--- src/rtl/irq_controller4_pkg.sv ---
// Shared definitions for the four-source interrupt controller.
//   irq_state_e  : handshake FSM states (IDLE / ASSERT / GAP)
//   IRQ_NUM_SRC  : number of request sources
//   IRQ_ID_W     : width of a source index
//   irq_onehot() : index -> one-hot source vector
package irq_pkg;

  localparam int unsigned IRQ_NUM_SRC = 4;
  localparam int unsigned IRQ_ID_W    = 2;

  typedef enum logic [1:0] {
    IRQ_IDLE   = 2'd0,
    IRQ_ASSERT = 2'd1,
    IRQ_GAP    = 2'd2
  } irq_state_e;

  function automatic logic [IRQ_NUM_SRC-1:0] irq_onehot(input logic [IRQ_ID_W-1:0] id);
    logic [IRQ_NUM_SRC-1:0] r;
    r     = '0;
    r[id] = 1'b1;
    return r;
  endfunction

endpackage

--- src/rtl/irq_controller4_if.sv ---
// Interrupt handshake between the controller and its consumer.
//   irq     : interrupt asserted to the consumer
//   irq_id  : index of the presented source, valid while irq=1
//   irq_ack : consumer acknowledge of the presented source
// master = controller side, slave = consumer side.
interface irq_controller4_if;
  import irq_pkg::*;

  logic                irq;
  logic [IRQ_ID_W-1:0] irq_id;
  logic                irq_ack;

  modport master (output irq, output irq_id, input irq_ack);
  modport slave  (input irq, input irq_id, output irq_ack);

endinterface

--- src/rtl/irq_controller4_prienc.sv ---
// priority_encoder4x2: fixed-priority 4-to-2 encoder, highest index wins.
//   in    : request vector
//   out   : index of the highest set bit (0 when none set)
//   valid : at least one bit of in is set
module priority_encoder4x2 (
  input  logic [3:0] in,
  output logic [1:0] out,
  output logic       valid
);

  always_comb begin
    out   = '0;
    valid = |in;
    if (in[3])      out = 2'd3;
    else if (in[2]) out = 2'd2;
    else if (in[1]) out = 2'd1;
  end

endmodule

--- src/rtl/irq_controller4.sv ---
// irq_controller4: four-source interrupt request controller.
// Synchronises asynchronous request lines, latches them as pending events,
// masks them, and presents the highest-index eligible source over an
// irq/irq_ack handshake with a one-cycle deassertion gap between interrupts.
//   clk, rst : clock, asynchronous active-high reset
//   req_in   : raw request lines (asynchronous)
//   mask     : per-source enable, 1 = may win
//   pending  : latched pending bits, unmasked view
//   bus      : irq / irq_id / irq_ack handshake (master side)
// Build option: IRQ_EDGE_DETECT_EN defined -> edge-triggered capture;
// undefined -> level capture.
module irq_controller4
  import irq_pkg::*;
#(
  parameter int unsigned SYNC_STAGES = 2
) (
  input  logic                   clk,
  input  logic                   rst,
  input  logic [IRQ_NUM_SRC-1:0] req_in,
  input  logic [IRQ_NUM_SRC-1:0] mask,
  output logic [IRQ_NUM_SRC-1:0] pending,
  irq_controller4_if.master      bus
);

  logic [IRQ_NUM_SRC-1:0] req_s;
  logic [IRQ_NUM_SRC-1:0] set_v;
  logic [IRQ_NUM_SRC-1:0] ack_clr;
  logic [IRQ_NUM_SRC-1:0] pend_q, pend_d;
  logic [IRQ_NUM_SRC-1:0] eligible;
  logic [IRQ_ID_W-1:0]    id_q, id_d;
  logic                   irq_q, irq_d;
  logic [IRQ_ID_W-1:0]    enc_out;
  logic                   enc_valid;
  irq_state_e             state_q, state_d;

  for (genvar i = 0; i < IRQ_NUM_SRC; i++) begin : g_sync
    logic [SYNC_STAGES-1:0] chain_q;
    always_ff @(posedge clk or posedge rst) begin
      if (rst) begin
        chain_q <= '0;
      end else begin
        chain_q[0] <= req_in[i];
        for (int unsigned s = 1; s < SYNC_STAGES; s++) begin
          chain_q[s] <= chain_q[s-1];
        end
      end
    end
    assign req_s[i] = chain_q[SYNC_STAGES-1];
  end

`ifdef IRQ_EDGE_DETECT_EN
  // The synchronisers come out of reset at 0, so a line held high through
  // reset would look like a fresh edge. Capture stays disabled until the
  // chain and the history register hold post-reset samples only.
  localparam logic [2:0] SETTLE_DONE = 3'(SYNC_STAGES + 1);

  logic [IRQ_NUM_SRC-1:0] req_hist_q;
  logic [2:0]             settle_q;

  always_ff @(posedge clk or posedge rst) begin
    if (rst) begin
      req_hist_q <= '0;
      settle_q   <= '0;
    end else begin
      req_hist_q <= req_s;
      if (settle_q != SETTLE_DONE) settle_q <= settle_q + 3'd1;
    end
  end

  assign set_v = (settle_q == SETTLE_DONE) ? (req_s & ~req_hist_q) : '0;
`else
  assign set_v = req_s;
`endif

  assign eligible = pend_q & mask;

  priority_encoder4x2 u_enc (
    .in    (eligible),
    .out   (enc_out),
    .valid (enc_valid)
  );

  always_comb begin
    state_d = state_q;
    irq_d   = irq_q;
    id_d    = id_q;
    ack_clr = '0;
    case (state_q)
      IRQ_IDLE: begin
        irq_d = 1'b0;
        if (enc_valid) begin
          id_d    = enc_out;
          irq_d   = 1'b1;
          state_d = IRQ_ASSERT;
        end
      end
      IRQ_ASSERT: begin
        if (bus.irq_ack) begin
          ack_clr = irq_onehot(id_q);
          irq_d   = 1'b0;
          state_d = IRQ_GAP;
        end
      end
      IRQ_GAP: begin
        irq_d   = 1'b0;
        state_d = IRQ_IDLE;
      end
      default: begin
        irq_d   = 1'b0;
        state_d = IRQ_IDLE;
      end
    endcase
  end

  // Set is applied after clear so a same-cycle new event survives the ack.
  // In level mode this also keeps a still-active line pending.
  assign pend_d = (pend_q & ~ack_clr) | set_v;

  always_ff @(posedge clk or posedge rst) begin
    if (rst) begin
      state_q <= IRQ_IDLE;
      irq_q   <= 1'b0;
      id_q    <= '0;
      pend_q  <= '0;
    end else begin
      state_q <= state_d;
      irq_q   <= irq_d;
      id_q    <= id_d;
      pend_q  <= pend_d;
    end
  end

  assign bus.irq    = irq_q;
  assign bus.irq_id = id_q;
  assign pending    = pend_q;

endmodule

--- src/flat_wrapper.sv ---
// flat-port wrapper written by rule: the top's interface ports become plain ports
module irq_controller4_flat import irq_pkg::*;
#(
  parameter int unsigned SYNC_STAGES = 2
)
  (clk, rst, req_in, mask, pending, bus_irq, bus_irq_id, bus_irq_ack);
  irq_controller4_if bus_i ();
  input  logic clk;
  input  logic rst;
  input  logic [IRQ_NUM_SRC-1:0] req_in;
  input  logic [IRQ_NUM_SRC-1:0] mask;
  output logic [IRQ_NUM_SRC-1:0] pending;
  output wire logic [$bits(bus_i.irq)-1:0] bus_irq;
  output wire logic [$bits(bus_i.irq_id)-1:0] bus_irq_id;
  input wire logic [$bits(bus_i.irq_ack)-1:0] bus_irq_ack;
  assign bus_irq = bus_i.irq;
  assign bus_irq_id = bus_i.irq_id;
  assign bus_i.irq_ack = bus_irq_ack;
  irq_controller4 #(.SYNC_STAGES(SYNC_STAGES)) u_core (.clk(clk), .rst(rst), .req_in(req_in), .mask(mask), .pending(pending), .bus(bus_i));
endmodule
--- config.mk ---
export PLATFORM = sky130hd
export DESIGN_NAME = irq_controller4_flat
export DESIGN_NICKNAME = d
export VERILOG_FILES = /design/src/rtl/irq_controller4_pkg.sv /design/src/rtl/irq_controller4_if.sv /design/src/rtl/irq_controller4_prienc.sv /design/src/rtl/irq_controller4.sv /design/src/flat_wrapper.sv
export SDC_FILE = /design/constraint.sdc
export NUM_CORES = 1
export LEC_CHECK = 0
export CORE_MARGIN = 5
export CORE_UTILIZATION = 46
export CTS_BUF_LIST = sky130_fd_sc_hd__clkbuf_4 sky130_fd_sc_hd__clkbuf_8
export DETAILED_ROUTE_END_ITERATION = 6
export PLACE_DENSITY = 0.84
export SLEW_MARGIN = 20
export SYNTH_ARGS = -nofsm -noshare
export SYNTH_HDL_FRONTEND = slang
export SYNTH_SLANG_ARGS = --single-unit
--- constraint.sdc ---
create_clock -name clk -period 1.7 [get_ports clk]
set_clock_uncertainty 0.1 [all_clocks]
set_input_delay 0.34 -clock clk [delete_from_list [all_inputs] [get_ports clk]]
set_output_delay 0.34 -clock clk [all_outputs]
set_load 0.02 [all_outputs]
==> results of run 1 <==
[cells in the mapped netlist]
cell | count | area [um2]
nand2b_1 | 2 | 12.5
o2bb2ai_1 | 1 | 8.76
or2b_1 | 1 | 7.51
inv_1 | 3 | 11.3
o21ai_0 | 2 | 10.0
a21oi_1 | 2 | 10.0
or2_0 | 1 | 6.26
or2_1 | 1 | 6.26
buf_2 | 1 | 5.00
o21bai_1 | 1 | 7.51
nand4b_1 | 1 | 8.76
nand2_1 | 6 | 22.5
a221o_1 | 1 | 10.0
nor2_1 | 3 | 11.3
a21o_1 | 3 | 22.5
a41oi_1 | 1 | 8.76
and4bb_1 | 1 | 12.5
dfrtp_1 | 17 | 425
[sequential cells by signal (all words and copies together), names as in the netlist]
register,flops
u_core.bus.irq,1
u_core.bus.irq_id,2
u_core.g_sync.chain_q,8
u_core.pending,4
u_core.state_q,2
[worst register-to-register path, cell delays in order, from the launching register on]
cell	delay, ps
dfrtp_1	410
or2_0	320
a41oi_1	290
or2_1	150
[power breakdown]
part / leakage [nW] / switching [mW] / internal (mW) / total [mW]
combinational: 0.165 / 0.196 / 0.174 / 0.370
clock: 0.0184 / 0.108 / 0.107 / 0.215
sequential: 0.189 / 0.0621 / 0.486 / 0.548
total: 0.372 / 0.366 / 0.766 / 1.13
[layout make-up]
type	count	area, um2	share of cell area, %
well taps	15	18.8	2.28
repair buffers	18	173	21.0
multi-input cells	27	165	20.1
inverters	3	11.3	1.37
clock buffers	4	30.0	3.65
flip-flops and latches	17	425	51.7
[through the flow]
step	area [um2]	power, mW	cells	util [%]	hold WS [ps]
detailed placement	798	0.962	80	62.9	236
floorplan	607	0.793	48	-	166
CTS	821	1.15	84	64.7	256
finish	823	1.13	84	64.9	253
global placement	798	0.947	80	62.9	232
global route	823	1.22	84	64.9	278
[metal layers]
metal,track usage (%),vias up
met1,16.3,199
met2,23.1,11
met4,1.70,0
li1,-,204
met5,0,-
met3,2.34,0
[what timing repair did]
item / CTS / global route
gates resized for setup: 6 / 1
hold endpoints to repair: 0 / 0
hold buffers: 0 / 0
pin swaps: 0 / 0
endpoints found under the setup margin: 6 / 1
[logic make-up (layout without fill, tap and decap cells)]
| group | count (synthesis) | in the layout | share of synthesized area, % |
|---|---|---|---|
| AOI/OAI and AO/OA | 11 | 11 | 12.8 |
| DFF | 17 | 17 | 70.1 |
| buffers and inverters | 4 | 25 | 2.68 |
| and+or+nand+nor | 16 | 16 | 14.4 |
[path summary, 6_finish.rpt]
path / start / to / slack (ps) / cells after the start
max: u_core.bus.irq_id[0]$_DFFE_PP0P_ / bus_irq_id[0] / 210 / 1
min: rst / u_core.bus.irq$_DFFE_PP0P_ / 250 / 3
max reg2reg: u_core.state_q[0]$_DFFE_PP0P_ / u_core.state_q[0]$_DFFE_PP0P_ / 390 / 3
min reg2reg: u_core.g_sync[2].chain_q[0]$_DFF_PP0_ / u_core.g_sync[2].chain_q[1]$_DFF_PP0_ / 250 / 0
max in group asynchronous: rst / u_core.pending[3]$_DFF_PP0_ / 1060 / 3
min in group clk: u_core.g_sync[2].chain_q[0]$_DFF_PP0_ / u_core.g_sync[2].chain_q[1]$_DFF_PP0_ / 250 / 0
==> flow_summary.json, run 1 <==
{
  "syn_area_per_cell_um2": 12.6,
  "row_count": 13,
  "post-place-ws_ps": 126,
  "cts.htree.levels": 1,
  "route.met2.wl_um": 601,
  "fin_nets": 81,
  "overflow": 0,
  "syn_inst": 48,
  "finalHoldViolations": 0,
  "fin_crit_sh_pct": 87.4,
  "syn-num-nets": 59,
  "core_um2": 1270,
  "crit_fanout": 5,
  "ys_types": 18,
  "crit_path_top_delay_cell": "dfrtp_1",
  "dr.pass1.iters": 4,
  "drc_errors": 0,
  "setup_violations": 0,
  "irDropWorstVdd_mv": 0.688,
  "cts_buffers": 3,
  "total_leakage_power_nw": 0.372,
  "grt_max_degree": 18,
  "cts_tree": "built",
  "wl_met1_um": 436,
  "ios": 18,
  "start_util_pct": 47.8,
  "netlist_area_um2": 607,
  "path_clk_slew_ps": 90,
  "crit_buf_inv": 1,
  "slowest_delay_ps": 420,
  "clkSinkCount": 17,
  "clock_latency_ps": 280,
  "dr_wl_met3_um": 73,
  "power.density_nw_per_um2": 1380,
  "via_count": 414,
  "antenna_found_initial": 0,
  "fin_setup_tns_ps": 0,
  "drv_slew": 0,
  "io_buffers": 17,
  "grtUsageTotal_pct": 12.8,
  "avgRoutedWirePerCell_um": 13.2,
  "cp.arrival_ps": 1050,
  "die_area_um2": 2150,
  "cts_setup_buffers": 0,
  "cts_root_buffer": "clkbuf_4",
  "ys_seq_area_share_pct": 70.1,
  "grt_first_pass_wirelength_um": 1960,
  "ys_warn_count": 0,
  "period_needed_ps": 1490,
  "syn_to_final_growth_pct": 35.7,
  "status": "complete, no violations",
  "hpwl_um": 886,
  "top_layer": "met3",
  "crit_path_start_kind": "register",
  "cap_violations": 0,
  "ant_nets": 0,
  "relSlewSlack_pct": 80.6,
  "endpoint_kind": "primary output",
  "ys_ff_latch": 17,
  "fillers": 105,
  "worstPathCellList": "dlygate4sd2_1",
  "antenna_cells": 0,
  "mostFrequentLayoutCells": "dfrtp_1 (17), clkdlybuf4s50_1 (10), nand2_1 (6), dlygate4sd2_1 (6), clkbuf_4 (4)",
  "path_delay_family": "flip-flops",
  "critPathKind": "register to primary output",
  "crit_required_ps": 1260,
  "fp.dieW_um": 46.3,
  "gp_congestion": 0.732,
  "grt_pass1_vias": 448,
  "achievable-frequency_mhz": 673,
  "setup_ws_ps": 213,
  "final_common_cell": "dfrtp_1",
  "hold_class": "input port to asynchronous set/reset pin",
  "routed_wl_um": 1110,
  "rsz0062_at_grt": "no",
  "final_layout_size_suffix_gt1_share_pct": 7.25,
  "drt_iter0_markers": 2,
  "fp.dieH_um": 46.3,
  "worstMarginPinSlew_ps": 291,
  "clockBufferDepth": 2,
  "avgViaCountPerCell": 4.93
}
Note: power is estimated with default switching activity, not from simulation.
==> run 2, diff against run 1 <==
--- a/config.mk
+++ b/config.mk
@@ -7,6 +7,6 @@
 export LEC_CHECK = 0
-export CORE_MARGIN = 5
-export CORE_UTILIZATION = 46
+export CORE_AREA = 5 5 42 44
 export CTS_BUF_LIST = sky130_fd_sc_hd__clkbuf_4 sky130_fd_sc_hd__clkbuf_8
 export DETAILED_ROUTE_END_ITERATION = 6
+export DIE_AREA = 0 0 47 49
 export PLACE_DENSITY = 0.84
==> constraint.sdc (replaced) <==
create_clock -name clk -period 1.8 [get_ports clk]
set_clock_uncertainty 0.1 [all_clocks]
set_input_delay 0.36 -clock clk [delete_from_list [all_inputs] [get_ports clk]]
set_output_delay 0.36 -clock clk [all_outputs]
set_load 0.01 [all_outputs]
==> run 2 against run 1 <==
Effect of this change: sequential power decreased by 5.7%; design area increased by 1.7%; worst hold slack improved by 1.1 ps; combinational power decreased by 4%; largest power group unchanged; clock power about the same; die area increased by 7.3%; critical endpoint unchanged; flip-flop and latch count unchanged; first-iteration DRC count decreased by 50%; setup slack got worse by 120 ps; global-route usage decreased by 1.6 points; register-to-register slack improved by 90 ps.
==> flow_summary.json, run 2 (synthesis gave the netlist of run 1 again) <==
{
  "gp_congestion": 0.749,
  "path_clk_slew_ps": 90,
  "grtUsageTotal_pct": 11.3,
  "clock_latency_ps": 280,
  "rsz0062_at_grt": "no",
  "via_count": 412,
  "dr.pass1.iters": 3,
  "hold_start": "u_core.g_sync[3].chain_q[0]$_DFF_PP0_",
  "worstMarginPinSlew_ps": 297,
  "cap_violations": 0,
  "pwr-share-comb_pct": 32.8,
  "cts_tree": "built",
  "cp.arrival_ps": 1250,
  "p_sw_mw": 0.322,
  "clkSinkCount": 17,
  "mostFrequentLayoutCells": "clkdlybuf4s50_1 (17), dfrtp_1 (17), nand2_1 (6)",
  "fin_setup_tns_ps": 0,
  "path_delay_family": "buffers and inverters",
  "swShare_pct": 29.6,
  "final_layout_size_suffix_gt1_share_pct": 8.57,
  "min_to": "u_core.g_sync[3].chain_q[1]$_DFF_PP0_",
  "r2r_cells": 2,
  "endpoint_kind": "primary output",
  "grt_max_degree": 18,
  "p_int_mw": 0.765,
  "avgViaCountPerCell": 4.79,
  "ant_nets": 0,
  "cts.htree.levels": 1,
  "crit_path_top_delay_cell": "clkdlybuf4s50_1",
  "io_buffers": 17,
  "seqPwrFrac_pct": 47.6,
  "crit_fanout": 4,
  "irDropWorstVdd_mv": 0.716,
  "row_count": 14,
  "total_leakage_power_nw": 0.372,
  "drc_errors": 0,
  "cts_buffers": 3,
  "crit_buf_inv": 1,
  "cts_root_buffer": "clkbuf_4",
  "regToRegSetupSlack_ps": 480,
  "finalHoldViolations": 0,
  "clkPwrFrac_pct": 19.7,
  "grt_first_pass_wirelength_um": 1880,
  "reg2reg_to": "u_core.bus.irq_id[0]$_DFFE_PP0P_",
  "slowest_delay_ps": 550,
  "start_util_pct": 43.3,
  "die_area_um2": 2300,
  "min_path_cells": 0,
  "r2r-start": "u_core.state_q[0]$_DFFE_PP0P_",
  "fin_nets": 82,
  "fin_crit_sh_pct": 94.9,
  "antenna_found_initial": 0,
  "fin_area_um2": 837,
  "grt_pass1_vias": 456,
  "overflow": 0,
  "cts_resized": 0,
  "ios": 18,
  "hold_class": "register to register",
  "critPathKind": "register to primary output",
  "status": "complete, no violations",
  "achievable-frequency_mhz": 586,
  "crit_path_start_kind": "register",
  "dpl_cell_area_um2": 800,
  "setup_violations": 0,
  "antenna_cells": 0,
  "largest_reg_flops": 8,
  "syn_to_final_growth_pct": 37.9,
  "fp.dieH_um": 49,
  "clockBufferDepth": 2,
  "drv_slew": 0,
  "relSlewSlack_pct": 80.2,
  "period_needed_ps": 1710,
  "avgRoutedWirePerCell_um": 12.0,
  "routed_wl_um": 1030,
  "crit_required_ps": 1340,
  "core_um2": 1400,
  "top_register": "u_core.g_sync.chain_q",
  "drt_iter0_markers": 1,
  "power.density_nw_per_um2": 1300,
  "hold_slack_ps": 254,
  "hpwl_um": 787,
  "fp.dieW_um": 47,
  "worstPathCellList": "clkdlybuf4s50_1"
}
## run 2: cell types whose count changed in the layout (fill, tap and decap cells not counted), sizes merged
cell           previous run  this run
buf                       1         2
clkdlybuf4s50            10        17
dlygate4sd2               6         0
dlymetal6s2s              1         0
## run 2: layer usage
layer / global-route usage (%) / up-vias / part of all wire [%]
met5: 0 / - / 0
li1: - / 204 / -
met3: 3.32 / 2 / 8.1
met4: 6.91 / 0 / 1.5
met2: 16.7 / 13 / 47
met1: 13.8 / 193 / 44
## run 2: through the flow
stage                     std cells  util [%]  power, mW  setup slack [ps]
after floorplan                  48         -      0.712               540
after global placement           81      57.1      0.858               244
after detailed placement         81      57.1      0.869               224
after CTS                        85      59.2       1.09              52.0
after global routing             86      59.7       1.17              27.5
final                            86      59.7       1.09              92.1
## run 2: layout make-up
type	instances	area [um2]
Inverter	3	11.3
Timing Repair Buffer	19	185
Sequential cell	17	425
Clock buffer	4	30.0
Fill cell	121	564
Tap cell	16	20.0
Multi-Input combinational cell	27	165
## run 2: power by group through the flow
stage                     clock network (mW)  logic (mW)  registers [mW]
after floorplan                            0       0.175           0.536
after global placement                     0       0.334           0.524
after detailed placement                   0       0.341           0.528
after CTS                              0.225       0.344           0.520
after global routing                   0.247       0.396           0.531
final                                  0.214       0.356           0.517
## run 2: worst max path at each step
stage / start / end / cells after the start
3_5_place_dp: mask[0] / u_core.bus.irq_id[0]$_DFFE_PP0P_ / 4
5_1_grt: u_core.bus.irq_id[1]$_DFFE_PP0P_ / bus_irq_id[1] / 1
4_1_cts: u_core.bus.irq_id[0]$_DFFE_PP0P_ / bus_irq_id[0] / 1
6_report: u_core.bus.irq_id[0]$_DFFE_PP0P_ / bus_irq_id[0] / 1
3_3_place_gp: mask[0] / u_core.bus.irq_id[0]$_DFFE_PP0P_ / 4
2_1_floorplan: u_core.state_q[0]$_DFFE_PP0P_ / u_core.bus.irq_id[0]$_DFFE_PP0P_ / 3
## run 2: what timing repair did
| action | CTS | global route |
|---|---|---|
| hold buffers | 0 | 0 |
| setup endpoints to repair | 0 | 1 |
| buffers inserted | 0 | 1 |
